## src/rtl/sfir_output_stage.sv

```systemverilog
// sfir_output_stage: output stage of the even-symmetric systolic FIR chain.
// Re-aligns sample validity with the chain latency. Rounds (half toward +inf),
// shifts and saturates the cascade accumulator, then buffers the result in a
// small first-word-fall-through FIFO on a valid/ready stream. The chain cannot
// stall, so a write into a full FIFO with no concurrent read is dropped and
// flagged on a sticky overflow bit.
//
// Optional feature: define SFIR_OUT_SAT_CNT_EN to build the 16-bit saturating
// counter of saturated samples on sat_count_o; otherwise sat_count_o is tied to 0.
module sfir_output_stage #(
  parameter int unsigned ACC_WIDTH    = 40,
  parameter int unsigned OUT_WIDTH    = 16,
  parameter int unsigned SHIFT        = 15,
  parameter int unsigned PIPE_LATENCY = 20,
  parameter int unsigned FIFO_DEPTH   = 4
) (
  input  logic                 clk_i,
  input  logic                 rst_i,
  input  logic                 in_valid_i,
  input  logic [ACC_WIDTH-1:0] acc_i,
  output logic [OUT_WIDTH-1:0] m_data_o,
  output logic                 m_valid_o,
  input  logic                 m_ready_i,
  output logic                 sat_o,
  output logic                 overflow_o,
  output logic [15:0]          sat_count_o
);

  localparam int unsigned PtrW = (FIFO_DEPTH > 1) ? $clog2(FIFO_DEPTH) : 1;
  localparam int unsigned CntW = PtrW + 1;

  // Rounding constant 2^(SHIFT-1) in the widened accumulator format.
  localparam logic signed [ACC_WIDTH:0] RndConst = (ACC_WIDTH + 1)'(1) << (SHIFT - 1);

  // Representable output range, expressed in the shifted-value width.
  localparam logic signed [ACC_WIDTH:0] ShfMax =
      {{(ACC_WIDTH + 2 - OUT_WIDTH){1'b0}}, {(OUT_WIDTH - 1){1'b1}}};
  localparam logic signed [ACC_WIDTH:0] ShfMin =
      {{(ACC_WIDTH + 2 - OUT_WIDTH){1'b1}}, {(OUT_WIDTH - 1){1'b0}}};
  localparam logic [OUT_WIDTH-1:0] OutMax = {1'b0, {(OUT_WIDTH - 1){1'b1}}};
  localparam logic [OUT_WIDTH-1:0] OutMin = {1'b1, {(OUT_WIDTH - 1){1'b0}}};

  // ---------------------------------------------------------------------------
  // Valid alignment
  // ---------------------------------------------------------------------------
  logic [PIPE_LATENCY-1:0] vld_sr_q, vld_sr_d;
  logic                    acc_vld;

  // Shift in_valid_i along the delay line matching the chain latency.
  always_comb begin
    vld_sr_d    = vld_sr_q;
    vld_sr_d[0] = in_valid_i;
    for (int i = 1; i < int'(PIPE_LATENCY); i++) begin
      vld_sr_d[i] = vld_sr_q[i-1];
    end
  end

  // Delay-line state.
  always_ff @(posedge clk_i) begin
    if (rst_i) begin
      vld_sr_q <= '0;
    end else begin
      vld_sr_q <= vld_sr_d;
    end
  end

  assign acc_vld = vld_sr_q[PIPE_LATENCY-1];

  // ---------------------------------------------------------------------------
  // Stage 1: round
  // ---------------------------------------------------------------------------
  logic                    s1_vld_q;
  logic signed [ACC_WIDTH:0] acc_ext;
  logic signed [ACC_WIDTH:0] rnd_q, rnd_d;

  // Sign-extend by one bit so the rounding add cannot wrap.
  always_comb begin
    acc_ext = {acc_i[ACC_WIDTH-1], acc_i};
    rnd_d   = acc_ext + RndConst;
  end

  // Stage-1 register; data only loads on a qualified accumulator.
  always_ff @(posedge clk_i) begin
    if (rst_i) begin
      s1_vld_q <= 1'b0;
      rnd_q    <= '0;
    end else begin
      s1_vld_q <= acc_vld;
      if (acc_vld) begin
        rnd_q <= rnd_d;
      end
    end
  end

  // ---------------------------------------------------------------------------
  // Stage 2: shift and saturate
  // ---------------------------------------------------------------------------
  logic                      s2_vld_q;
  logic [OUT_WIDTH-1:0]      s2_data_q, s2_data_d;
  logic                      s2_sat_q, s2_sat_d;
  logic signed [ACC_WIDTH:0] shf;

  // Arithmetic shift, then clamp to the signed output range.
  always_comb begin
    shf       = rnd_q >>> SHIFT;
    s2_sat_d  = 1'b0;
    s2_data_d = shf[OUT_WIDTH-1:0];
    if (shf > ShfMax) begin
      s2_data_d = OutMax;
      s2_sat_d  = 1'b1;
    end else if (shf < ShfMin) begin
      s2_data_d = OutMin;
      s2_sat_d  = 1'b1;
    end
  end

  // Stage-2 register.
  always_ff @(posedge clk_i) begin
    if (rst_i) begin
      s2_vld_q  <= 1'b0;
      s2_data_q <= '0;
      s2_sat_q  <= 1'b0;
    end else begin
      s2_vld_q <= s1_vld_q;
      if (s1_vld_q) begin
        s2_data_q <= s2_data_d;
        s2_sat_q  <= s2_sat_d;
      end
    end
  end

  // ---------------------------------------------------------------------------
  // Output FIFO
  // ---------------------------------------------------------------------------
  logic [OUT_WIDTH-1:0] mem_q [FIFO_DEPTH];
  logic [PtrW-1:0]      wr_ptr_q, wr_ptr_d;
  logic [PtrW-1:0]      rd_ptr_q, rd_ptr_d;
  logic [CntW-1:0]      cnt_q, cnt_d;
  logic [OUT_WIDTH-1:0] last_q;
  logic                 full;
  logic                 empty;
  logic                 push;
  logic                 pop;
  logic                 drop;

  // Push/pop decisions; a full FIFO still accepts when the head leaves this edge.
  always_comb begin
    full     = (cnt_q == CntW'(FIFO_DEPTH));
    empty    = (cnt_q == '0);
    pop      = !empty && m_ready_i;
    push     = s2_vld_q && (!full || m_ready_i);
    drop     = s2_vld_q && full && !m_ready_i;
    wr_ptr_d = push ? wr_ptr_q + PtrW'(1) : wr_ptr_q;
    rd_ptr_d = pop ? rd_ptr_q + PtrW'(1) : rd_ptr_q;
    cnt_d    = cnt_q;
    unique case ({push, pop})
      2'b10:   cnt_d = cnt_q + CntW'(1);
      2'b01:   cnt_d = cnt_q - CntW'(1);
      default: cnt_d = cnt_q;
    endcase
  end

  // Storage array; contents are don't-care while the count says empty.
  always_ff @(posedge clk_i) begin
    if (push) begin
      mem_q[wr_ptr_q] <= s2_data_q;
    end
  end

  // Pointers, occupancy and the last-popped word for the empty-hold behaviour.
  always_ff @(posedge clk_i) begin
    if (rst_i) begin
      wr_ptr_q <= '0;
      rd_ptr_q <= '0;
      cnt_q    <= '0;
      last_q   <= '0;
    end else begin
      wr_ptr_q <= wr_ptr_d;
      rd_ptr_q <= rd_ptr_d;
      cnt_q    <= cnt_d;
      if (pop) begin
        last_q <= mem_q[rd_ptr_q];
      end
    end
  end

  // First-word fall-through head; hold the last delivered word when empty.
  always_comb begin
    m_valid_o = !empty;
    m_data_o  = empty ? last_q : mem_q[rd_ptr_q];
  end

  // ---------------------------------------------------------------------------
  // Status
  // ---------------------------------------------------------------------------
  logic sat_q;
  logic ovf_q;

  // sat pulse follows an accepted saturated write; overflow is sticky.
  always_ff @(posedge clk_i) begin
    if (rst_i) begin
      sat_q <= 1'b0;
      ovf_q <= 1'b0;
    end else begin
      sat_q <= push && s2_sat_q;
      ovf_q <= ovf_q | drop;
    end
  end

  assign sat_o      = sat_q;
  assign overflow_o = ovf_q;

`ifdef SFIR_OUT_SAT_CNT_EN
  logic [15:0] sat_cnt_q, sat_cnt_d;

  // Count with the same event that raises sat_o, sticking at all-ones.
  always_comb begin
    sat_cnt_d = sat_cnt_q;
    if (push && s2_sat_q && (sat_cnt_q != 16'hFFFF)) begin
      sat_cnt_d = sat_cnt_q + 16'd1;
    end
  end

  // Saturated-sample counter state.
  always_ff @(posedge clk_i) begin
    if (rst_i) begin
      sat_cnt_q <= '0;
    end else begin
      sat_cnt_q <= sat_cnt_d;
    end
  end

  assign sat_count_o = sat_cnt_q;
`else
  assign sat_count_o = 16'h0000;
`endif

endmodule

```

## config.mk

```make
export PLATFORM = sky130hd
export DESIGN_NAME = sfir_output_stage
export DESIGN_NICKNAME = d
export VERILOG_FILES = /design/src/rtl/sfir_output_stage.sv
export SDC_FILE = /design/constraint.sdc
export NUM_CORES = 1
export LEC_CHECK = 0
export CORE_MARGIN = 4
export CORE_UTILIZATION = 55
export DETAILED_ROUTE_END_ITERATION = 6
export MAX_ROUTING_LAYER = met4
export PLACE_DENSITY_LB_ADDON = 0.12
export RECOVER_POWER = 50
export SLEW_MARGIN = 10
export SYNTH_ARGS = -nofsm -noshare
export SYNTH_HDL_FRONTEND = slang
export SYNTH_SLANG_ARGS = --single-unit
```

## constraint.sdc

```tcl
create_clock -name clk_i -period 3 [get_ports clk_i]
set_input_delay 0.3 -clock clk_i [delete_from_list [all_inputs] [get_ports clk_i]]
set_output_delay 0.3 -clock clk_i [all_outputs]
set_load 0.02 [all_outputs]
```

# Yosys cells after proc, flatten, opt, wreduce, memory -nomap -nowiden
# Memories as Yosys holds them, arrays and structs flattened. A register that Yosys moved wholly into a read port is not among the register bits.
# Index checks and enable logic that the tools add are counted.
# totals
register_bits	105
ram_bits	64
in_bits	44
elab_cells	45
memories	1
# memory_table
memory	depth	word_bits	read_ports	rd_ports_with_merged_regs	wr	line	text
mem_q	4	16	1	1	1	135	logic [OUT_WIDTH-1:0] mem_q [FIFO_DEPTH];
# op_classes
n_addsub	5
order_cmp	2
eq_ne	3
mux	10
bitwise	1
n_reduce_logical	11
# op_table
op	count
two-way mux 16 bit	3
adder 40 x 16 -> 41 bit, second input constant	1
> comparator 26 x 16 -> 1 bit, second input constant	1
< comparator 26 x 16 -> 1 bit, second input constant	1
one-hot mux 3 bit (2 select lines)	1
logical AND 1 bit	5
adder 2 x 1 -> 2 bit, second input constant	2
two-way mux 1 bit	4
two-way mux 2 bit	2
adder 3 x 1 -> 3 bit, second input constant	1
== test 3 bit, second input constant	1
logical NOT 1 bit	3
logical NOT 3 bit	1
subtractor 3 x 1 -> 3 bit, second input constant	1
== test 2 x 1 -> 1 bit, second input constant	1
== test 2 bit, second input constant	1
nonzero test 2 bit	1
logical OR 1 bit	1
bitwise OR 1 bit	1

# Depth between registers and ports, before layout
# Gate-level depths: netlist of run 1.
# logic_depth
ltp_word	6
depth_mapped	11
ltp_nobuf	9

# Worst setup path after synthesis of run 1
# No wires, ideal clock.
# synth_timing
kind	reg2reg
start	register cnt_q[0]
end	register cnt_q[2]
setup_time_ns	0.070
arrival_ns	2.607
t_required_ns	2.930
slack_ns	0.323
path_stages_with_launch	12
synth_period_minus_slack_ns	2.677
path_cell_list	dfxtp_1 -> or3_1 -> clkbuf_1 -> nand2_1 -> inv_2 -> buf_1 -> ha_1 -> inv_1 -> fa_1 -> xor2_1 -> or3_1 -> a21oi_1
# synth_between
word_cells_on_any_way	13
# synth_lines
element	line	text
start: declaration	138	logic [CntW-1:0] cnt_q, cnt_d;
start signal: assignment	180	cnt_q <= cnt_d;
logical NOT 3 bit *	149	empty = (cnt_q == '0);
logical NOT 1 bit *	150	pop = !empty && m_ready_i;
logical AND 1 bit *	150	
named net pop	143	logic pop;
== test 2 x 1 -> 1 bit / == test 2 bit (equally long branches)	156	unique case ({push, pop})
one-hot mux 3 bit (2 select lines) / nonzero test 2 bit (equally long branches)	--	
# The timed path passes the listed nets; every way through them passes the cells marked *.
# A chain may end at the register's enable or synchronous reset.

==> results.txt, run 1 <==
Status - complete, but fails checks
Failing checks - max-capacitance violations, max-slew violations
Leak pwr - 2.524 nW
Critical path class - flop to primary output
DRC Markers - 0
Fmax - 365.0 MHz
Core area - 10980 µm²
Rows - 38
Placed Area - 6815 µm²
Commonest non-fill, non-tap cell in the layout - dfxtp_1
Largest net degree at the start of global routing - 43
Multi-input logic area - 2291 µm²
Post-layout minimum cycle time - 2.740 ns
Finished Cell Area - 7376 µm²
Post-synthesis sequential area ratio - 0.6002
GRT Overall Usage - 0.1824
Synth async-reset ratio - 0
CTS tree - done
Drt total wl - 10.78 mm
Total Die Area - 13170 µm²
Cts hold-fix bufs - 0
CTS buffer count - 17
Power per Cell Area - 581.5 nW/µm²
Final Non-Filler Cells - 739
Setup TNS - 0 ns
Reg2reg end - cnt_q[2]
CP Max Fanout - 16
Number of global-route vias before repair - 3853
Total Power - 4.289 mW
Final setup fails - 0
Initial antenna violation count - 0
Fin crit share - 0.9133
Clock root cell - clkbuf_16
Yosys reg bits - 156
Yosys Warn Count - 0
Vias - 3949
CTS clock-pin slew for the worst setup and hold paths - 0.06 ns
# Max-Cap Violations - 1
WHS Path Cells - 1
Max Slew Vio Count - 43
Die W - 114.8 µm
Synth Area per Inst - 11.63 µm²
Gates resized, CTS repair - 0
Worst hold path type - flop to flop
WHS - 0.4351 ns
Dpl cells - 707
Post-synth EDFFs - 64
RSZ-0062 raised after global routing - no
Most used flip-flop cell after synthesis - dfxtp_1
Boundary pin count - 79
First-pass GRT wire length - 18.42 mm
Iteration-0 DRC Markers - 216
VDD IR max - 0.0004599 V
Port bufs - 48
FF-to-FF path depth - 9
WP data required - 2.70 ns
Drt wl/cell - 14.59 µm
Diode count - 0
Max-slew headroom - -0.2850
Cell Area, Synth - 6271 µm²
DR pass1 iterations - 4
Layout cells sized above 1 - 0.1285
Sink Count - 156
Yosys cell types - 42
HPWL Detailed - 7.230 mm
Final hold vios - 0
Nets@finish - 637
Starting Density - 0.5710
Setup Fix Bufs, Post-CTS - 0
Routed Antenna Nets - 0
Grt ovf - 0
Final Skew - 0.006110 ns
Vias per cell - 5.344
Register area - 3764 µm²
Clock tree buffer depth - 2
Syn Inst Count - 539
Crit end category - primary output
Synth-to-Final Area Change - 17.62%
H-tree levels - 4
Slew @ Worst Pin - 1.928 ns
Clk_lat worst skew - 0.41 ns
Die height - 114.8 µm
Hold wc startpoint - vld_sr_q[5]
Hold Path End - vld_sr_q[6]
Worst EP arrival - 2.44 ns
Crit start category - flop
Final GP Congestion - 0.8060
FF-to-FF setup slack - 0.50 ns
Commonest cells after routing, fill and taps aside - 92 x dfxtp_1, 64 x edfxtp_1, 63 x nand2_1
Fill cell total of the finished layout - 824
R2R Path Start - cnt_q[0]
## worst max path at each step
stage,from,end,slack (ns),depth (start not counted)
5_1_grt,flop,m_data_o[15],0.14,4
2_1_floorplan,cnt_q[0],cnt_q[2],0.32,11
6_report,flop,m_data_o[8],0.26,4
4_1_cts,flop,m_data_o[7],0.21,4
3_5_place_dp,m_ready_i,cnt_q[2],0.19,10
3_3_place_gp,m_ready_i,cnt_q[2],0.27,10
## synthesized netlist by cell type, drive strengths merged (7+ instances only)
master / count / area share
dfxtp: 92 / 0.29
edfxtp: 64 / 0.31
nand2: 63 / 0.038
nor2: 55 / 0.033
clkbuf: 23 / 0.014
buf: 22 / 0.024
nor2b: 22 / 0.022
a21oi: 21 / 0.017
o21ai: 19 / 0.015
mux2: 16 / 0.029
mux4: 16 / 0.057
a311oi: 13 / 0.018
inv: 11 / 0.0066
a211oi: 10 / 0.012
o31ai: 10 / 0.012
or4: 10 / 0.013
nand4: 8 / 0.010
xnor2: 8 / 0.011
nand3: 7 / 0.0056
xor2: 7 / 0.0098
## critical path: stages (launching register included)
cell and delay (ns):
dfxtp_1 0.31, buf_4 0.31, mux4_2 0.59, mux2_2 0.28, clkdlybuf4s50_1 0.53
## per-layer routing
metal,vias to the layer above,share of wire,global-route usage
met5,-,0,-
met4,0,0.012,0.06103
met3,11,0.042,0.05053
met2,79,0.47,0.2813
met1,1843,0.47,0.2350
li1,2016,-,-
## metrics by stage
step                      utilization  setup WS (ns)
after global placement         0.6205         0.2716
after floorplan                     -         0.3225
after CTS                      0.6713         0.2081
final                          0.6716         0.2602
after detailed placement       0.6205         0.1854
after global routing           0.6716         0.1420
## flip-flops by register name, indices dropped and copies added, names as in the netlist, 2 cells and up, named ones only
signal / cells
mem_q: 64
rnd_q: 26
vld_sr_q: 20
last_q: 16
s2_data_q: 16
cnt_q: 3
rd_ptr_q: 2
wr_ptr_q: 2
## power breakdown
part           leakage, nW  switching, mW  internal (mW)  total, mW
clock network        0.270          0.854           1.12       1.98
registers             1.42       0.000422           2.19       2.19
logic                0.835         0.0734         0.0467      0.120
## cell families after synthesis
family	synth area share
xor+xnor	0.02095
buf+inv	0.04449
mux	0.08939
compound gates	0.07781
other cells	0.0005980
simple gates	0.1514
fa+ha+maj	0.01516
flops	0.6002
## layout make-up
type,instances,share of cell area
Sequential cell,156,0.5103
Multi-Input combinational cell,342,0.3106
Timing Repair Buffer,58,0.07413
Tap cell,140,0.02375
Clock buffer,18,0.06107
Inverter,11,0.005598
Clock inverter,14,0.01459
Power figures use the tool's default switching activity.
==> inputs of run 2 (changes only) <==
- SETUP_SLACK_MARGIN: default -> 0.3
==> run 2 against run 1 <==
Compared with the run above: the flow still finishes with violations (max-capacitance violations, max-slew violations); design area rose by 0.51%; global-route usage barely moved; clock skew barely moved; setup slack improved by 0.13 ns; clock power barely moved; die area did not move; sequential power barely moved; hold slack barely moved; via count rose by 0.15%; critical path type unchanged; highest routed layer unchanged.
==> results.txt, run 2 (same netlist as run 1, synthesis figures left out) <==
Setup Fix Bufs, Post-CTS - 0
Sink Count - 156
Finished Cell Area - 7413 µm²
Vias - 3955
Commonest non-fill, non-tap cell in the layout - dfxtp_1
Failing checks - max-capacitance violations, max-slew violations
CTS tree - done
Number of global-route vias before repair - 3846
DR pass1 iterations - 4
First-pass GRT wire length - 18.43 mm
Rows - 38
Total Die Area - 13170 µm²
Leak pwr - 2.714 nW
Max reg flops - 64
Worst EP arrival - 2.31 ns
Placed Area - 6815 µm²
WP data required - 2.70 ns
Clk_lat worst skew - 0.41 ns
Commonest cells after routing, fill and taps aside - 92 x dfxtp_1, 64 x edfxtp_1, 63 x nand2_1
Core area - 10980 µm²
H-tree levels - 4
Initial antenna violation count - 0
CP Cell Sequence - buf_12 -> mux4_2 -> mux2_2 -> clkdlybuf4s50_1
CP delay by family, top - multiplexers
Port bufs - 48
HPWL Detailed - 7.230 mm
Worst hold path type - flop to flop
Iteration-0 DRC Markers - 226
Final Skew - 0.006140 ns
Layout cells sized above 1 - 0.1285
CTS clock-pin slew for the worst setup and hold paths - 0.06 ns
Largest net degree at the start of global routing - 43
R2R Path Start - cnt_q[0]
Crit start category - flop
Final GP Congestion - 0.8060
Max Slew Vio Count - 43
Drt total wl - 10.81 mm
Grt ovf - 0
Critical path class - flop to primary output
CP Max Fanout - 16
Hold wc startpoint - vld_sr_q[5]
Nets@finish - 637
GRT Overall Usage - 0.1828
Biggest register - mem_q
Starting Density - 0.5710
Largest stage delay, worst path - 0.54 ns
Diode count - 0
RSZ-0062 raised after global routing - no
Slowest CP cell - clkdlybuf4s50_1
Die height - 114.8 µm
Final hold vios - 0
Biggest regs - mem_q: 64 flops, rnd_q: 26 flops, vld_sr_q: 20 flops
Power per Cell Area - 578.5 nW/µm²
Fin crit share - 0.8700
Clock root cell - clkbuf_16
Slew @ Worst Pin - 1.910 ns
Max-slew headroom - -0.2736
Boundary pin count - 79
DRC Markers - 0
# Max-Cap Violations - 1
Die W - 114.8 µm
Fill cell total of the finished layout - 812
Crit end category - primary output
Vias per cell - 5.352
Post-layout minimum cycle time - 2.610 ns
Setup TNS - 0 ns
Status - complete, but fails checks
Synth-to-Final Area Change - 18.22%
Clock tree buffer depth - 2
CTS buffer count - 17
Final setup fails - 0
CP bufs+invs - 2
Routed Antenna Nets - 0
VDD IR max - 0.0004599 V
Fmax - 383.1 MHz
Drt wl/cell - 14.63 µm
-- run 2: cell types whose count changed in the layout (fill, tap and decap cells not counted), sizes merged --
cell           change
clkdlybuf4s50     -10
dlymetal6s2s      +10
-- run 2: area by class of cell --
| cell class | count | area [µm²] | area share |
|---|---|---|---|
| flip-flops and latches | 156 | 3764 | 0.5077 |
| clock buffers | 18 | 450.4 | 0.06076 |
| clock inverters | 14 | 107.6 | 0.01451 |
| well taps | 140 | 175.2 | 0.02363 |
| repair buffers | 58 | 584.3 | 0.07882 |
| multi-input cells | 342 | 2291 | 0.3090 |
| inverters | 11 | 41.29 | 0.005570 |
-- run 2: what timing repair did --
item / CTS / global route
hold endpoints to repair: 0 / 0
hold buffers: 0 / 0
pin swaps: 0 / 0
endpoints found under the setup margin: 16 / 10
gates resized for setup: 3 / 10
-- run 2: routing by layer --
metal / global-route usage / share of wire / vias up / wire [µm]
met2: 0.2813 / 0.47 / 77 / 5115
li1: - / - / 2015 / -
met1: 0.2361 / 0.47 / 1852 / 5114
met4: 0.06103 / 0.011 / 0 / 120
met3: 0.05053 / 0.043 / 11 / 462
met5: - / 0 / - / 0
-- run 2: final timing paths --
path | to | slack (ns) | depth (start not counted)
setup / recovery | m_data_o[11] | 0.39 | 4
hold / removal | vld_sr_q[6] | 0.44 | 1
setup reg to reg | cnt_q[2] | 0.50 | 9
hold reg to reg | vld_sr_q[6] | 0.44 | 1
-- run 2: power breakdown --
part | switching [mW] | total (mW) | internal (mW)
logic | 0.0734 | 0.120 | 0.0468
clock network | 0.854 | 1.98 | 1.12
registers | 0.000422 | 2.19 | 2.19
total | 0.927 | 4.29 | 3.36
-- run 2: per-stage QoR --
stage / util / total power [mW] / std cells / setup WS, ns / hold slack, ns
2_1_floorplan: - / 2.312 / 554 / 0.3225 / 0.3831
3_3_place_gp: 0.6205 / 2.356 / 707 / 0.2716 / 0.4201
3_5_place_dp: 0.6205 / 2.359 / 707 / 0.1854 / 0.4223
4_1_cts: 0.6725 / 4.324 / 739 / 0.3212 / 0.4209
5_1_grt: 0.6750 / 4.443 / 739 / 0.3148 / 0.4242
6_report: 0.6750 / 4.289 / 739 / 0.3900 / 0.4351
==> inputs of run 3 (changes only) <==
- CELL_PAD_IN_SITES_DETAIL_PLACEMENT: default -> 1
- CELL_PAD_IN_SITES_GLOBAL_PLACEMENT: default -> 1
- CORE_UTILIZATION: 55 -> 44
- CTS_CLUSTER_DIAMETER: default -> 40
==> run 3 against run 2 <==
Compared with the run above: the run still ends with max-capacitance violations, max-slew violations left; global-route usage is 0.78 points lower; clock power rose by 5%; combinational power about the same; largest power group unchanged; sequential power about the same; critical endpoint is now m_data_o[7]; clock-buffer cell count grew 4; critical path type unchanged; sequential cell count stayed put; core utilization down 14 points.
==> results.txt, run 3 (same netlist as run 1, synthesis figures left out) <==
Register area - 3764 µm²
FF-to-FF path depth - 9
Finished Cell Area - 7513 µm²
Largest stage delay, worst path - 0.54 ns
Fmax - 379.6 MHz
WP data required - 2.70 ns
CTS buffer count - 17
Drt total wl - 12.81 mm
Final Non-Filler Cells - 781
H-tree levels - 4
Dpl cells - 749
DRC Markers - 0
Starting Density - 0.4500
Drt wl/cell - 16.40 µm
Max Slew Vio Count - 37
Core area - 13930 µm²
Switching Fraction - 0.2100
NetSw - 0.9234 mW
Rows - 43
Crit start category - flop
Final setup fails - 0
HPWL Detailed - 8.712 mm
Fill cell total of the finished layout - 1459
Nets@finish - 639
Failing checks - max-capacitance violations, max-slew violations
Iteration-0 DRC Markers - 174
Total Die Area - 16230 µm²
Critical path class - flop to primary output
Post-layout minimum cycle time - 2.634 ns
Die height - 127.4 µm
Worst hold path type - input port to flop
Placed Area - 6880 µm²
Power per Cell Area - 585.2 nW/µm²
Initial antenna violation count - 0
Slowest CP cell - clkdlybuf4s50_1
Internal - 3.473 mW
Worst EP arrival - 2.33 ns
CP Cell Sequence - buf_12 -> mux4_2 -> mux2_2 -> clkdlybuf4s50_1
Layout cells sized above 1 - 0.1265
Clk_lat worst skew - 0.42 ns
Fin crit share - 0.8780
Setup TNS - 0 ns
Routed Antenna Nets - 0
RSZ-0062 raised after global routing - no
Routing usage on met3 - 0.04139
GRT busiest layer - met2
VDD IR max - 0.0003746 V
Boundary pin count - 79
FF-to-FF setup slack - 0.39 ns
Power share of the combinational group - 0.028
Leak pwr - 2.832 nW
Slew @ Worst Pin - 1.577 ns
Clock root cell - clkbuf_16
Sink Count - 156
Biggest register - mem_q
Max reg flops - 64
Status - complete, but fails checks
Diode count - 0
Clock tree buffer depth - 2
Clk network pwr share - 0.473
First-pass GRT wire length - 21.88 mm
Met1 Use GR - 0.2159
Commonest cells after routing, fill and taps aside - 92 x dfxtp_1, 64 x edfxtp_1, 63 x nand2_1
Final hold vios - 0
Synth-to-Final Area Change - 19.81%
CTS tree - done
CP Max Fanout - 16
Die W - 127.4 µm
WHS - 0.4332 ns
Final GP Congestion - 0.7778
Final Skew - 0.008373 ns
Post-layout util - 0.5392
Sequential power share - 0.499
Largest net degree at the start of global routing - 43
Max-slew headroom - -0.05165
Grt ovf - 0
WHS Path Cells - 2
Multi-input logic area - 2285 µm²
DR pass1 iterations - 4
Commonest non-fill, non-tap cell in the layout - dfxtp_1
CTS clock-pin slew for the worst setup and hold paths - 0.06 ns
Number of global-route vias before repair - 4413
Met2 usage - 0.2865
# Max-Cap Violations - 1
Biggest regs - mem_q: 64 flops, rnd_q: 26 flops, vld_sr_q: 20 flops
GRT Overall Usage - 0.1750
Port bufs - 48
Crit end category - primary output
Vias per cell - 5.205
Vias - 4065
-- run 3: changes by cell type in the layout (fill, tap and decap cells not counted), sizes merged --
cell / delta
dlygate4sd3: +1
dlymetal6s2s: +5
inv: -5
clkbuf: +6
clkinvlp: -1
clkdlybuf4s50: -6
clkinv: +2
-- run 3: final timing paths --
check	startpoint	endpoint
max	flop	m_data_o[7]
min	in_valid_i	vld_sr_q[0]
max reg2reg	cnt_q[0]	cnt_q[2]
min reg2reg	vld_sr_q[6]	vld_sr_q[7]
-- run 3: through the flow --
stage / setup slack, ns / total power [mW]
floorplan: 0.3225 / 2.312
global placement: 0.2297 / 2.360
detailed placement: 0.08199 / 2.362
CTS: 0.3005 / 4.441
global route: 0.2299 / 4.559
finish: 0.3659 / 4.397
-- run 3: layout make-up --
type / count / share of cell area
inverters: 11 / 0.005495
repair buffers: 60 / 0.08043
multi-input cells: 342 / 0.3041
clock inverters: 10 / 0.01016
well taps: 180 / 0.02998
flip-flops and latches: 156 / 0.5009
clock buffers: 22 / 0.06894
-- run 3: what timing repair did --
action,CTS,global route
setup buffers,0,0
pin swaps,0,0
endpoints found under the hold margin,0,0
gates cloned,0,0
hold buffers,0,0
setup endpoints to repair,16,16
resized for setup,3,16
-- run 3: power by group through the flow --
stage | sequential (mW) | combinational, mW | clock [mW]
floorplan | 2.24 | 0.0738 | 0
global placement | 2.24 | 0.122 | 0
detailed placement | 2.24 | 0.124 | 0
CTS | 2.19 | 0.125 | 2.12
global route | 2.19 | 0.136 | 2.23
finish | 2.19 | 0.123 | 2.08
-- run 3: metal layers --
layer	part of all wire	wire, µm	up-vias
met5	0	0	-
met2	0.49	6317	83
li1	-	-	2012
met1	0.46	5831	1956
met4	0.014	173	0
met3	0.038	487	14
-- run 3: worst max-delay path, delay by kind of cell (launching register included) --
family / cells / cell delay [ns]
buf+inv: 2 / 0.73
flops: 1 / 0.37
mux: 2 / 0.81
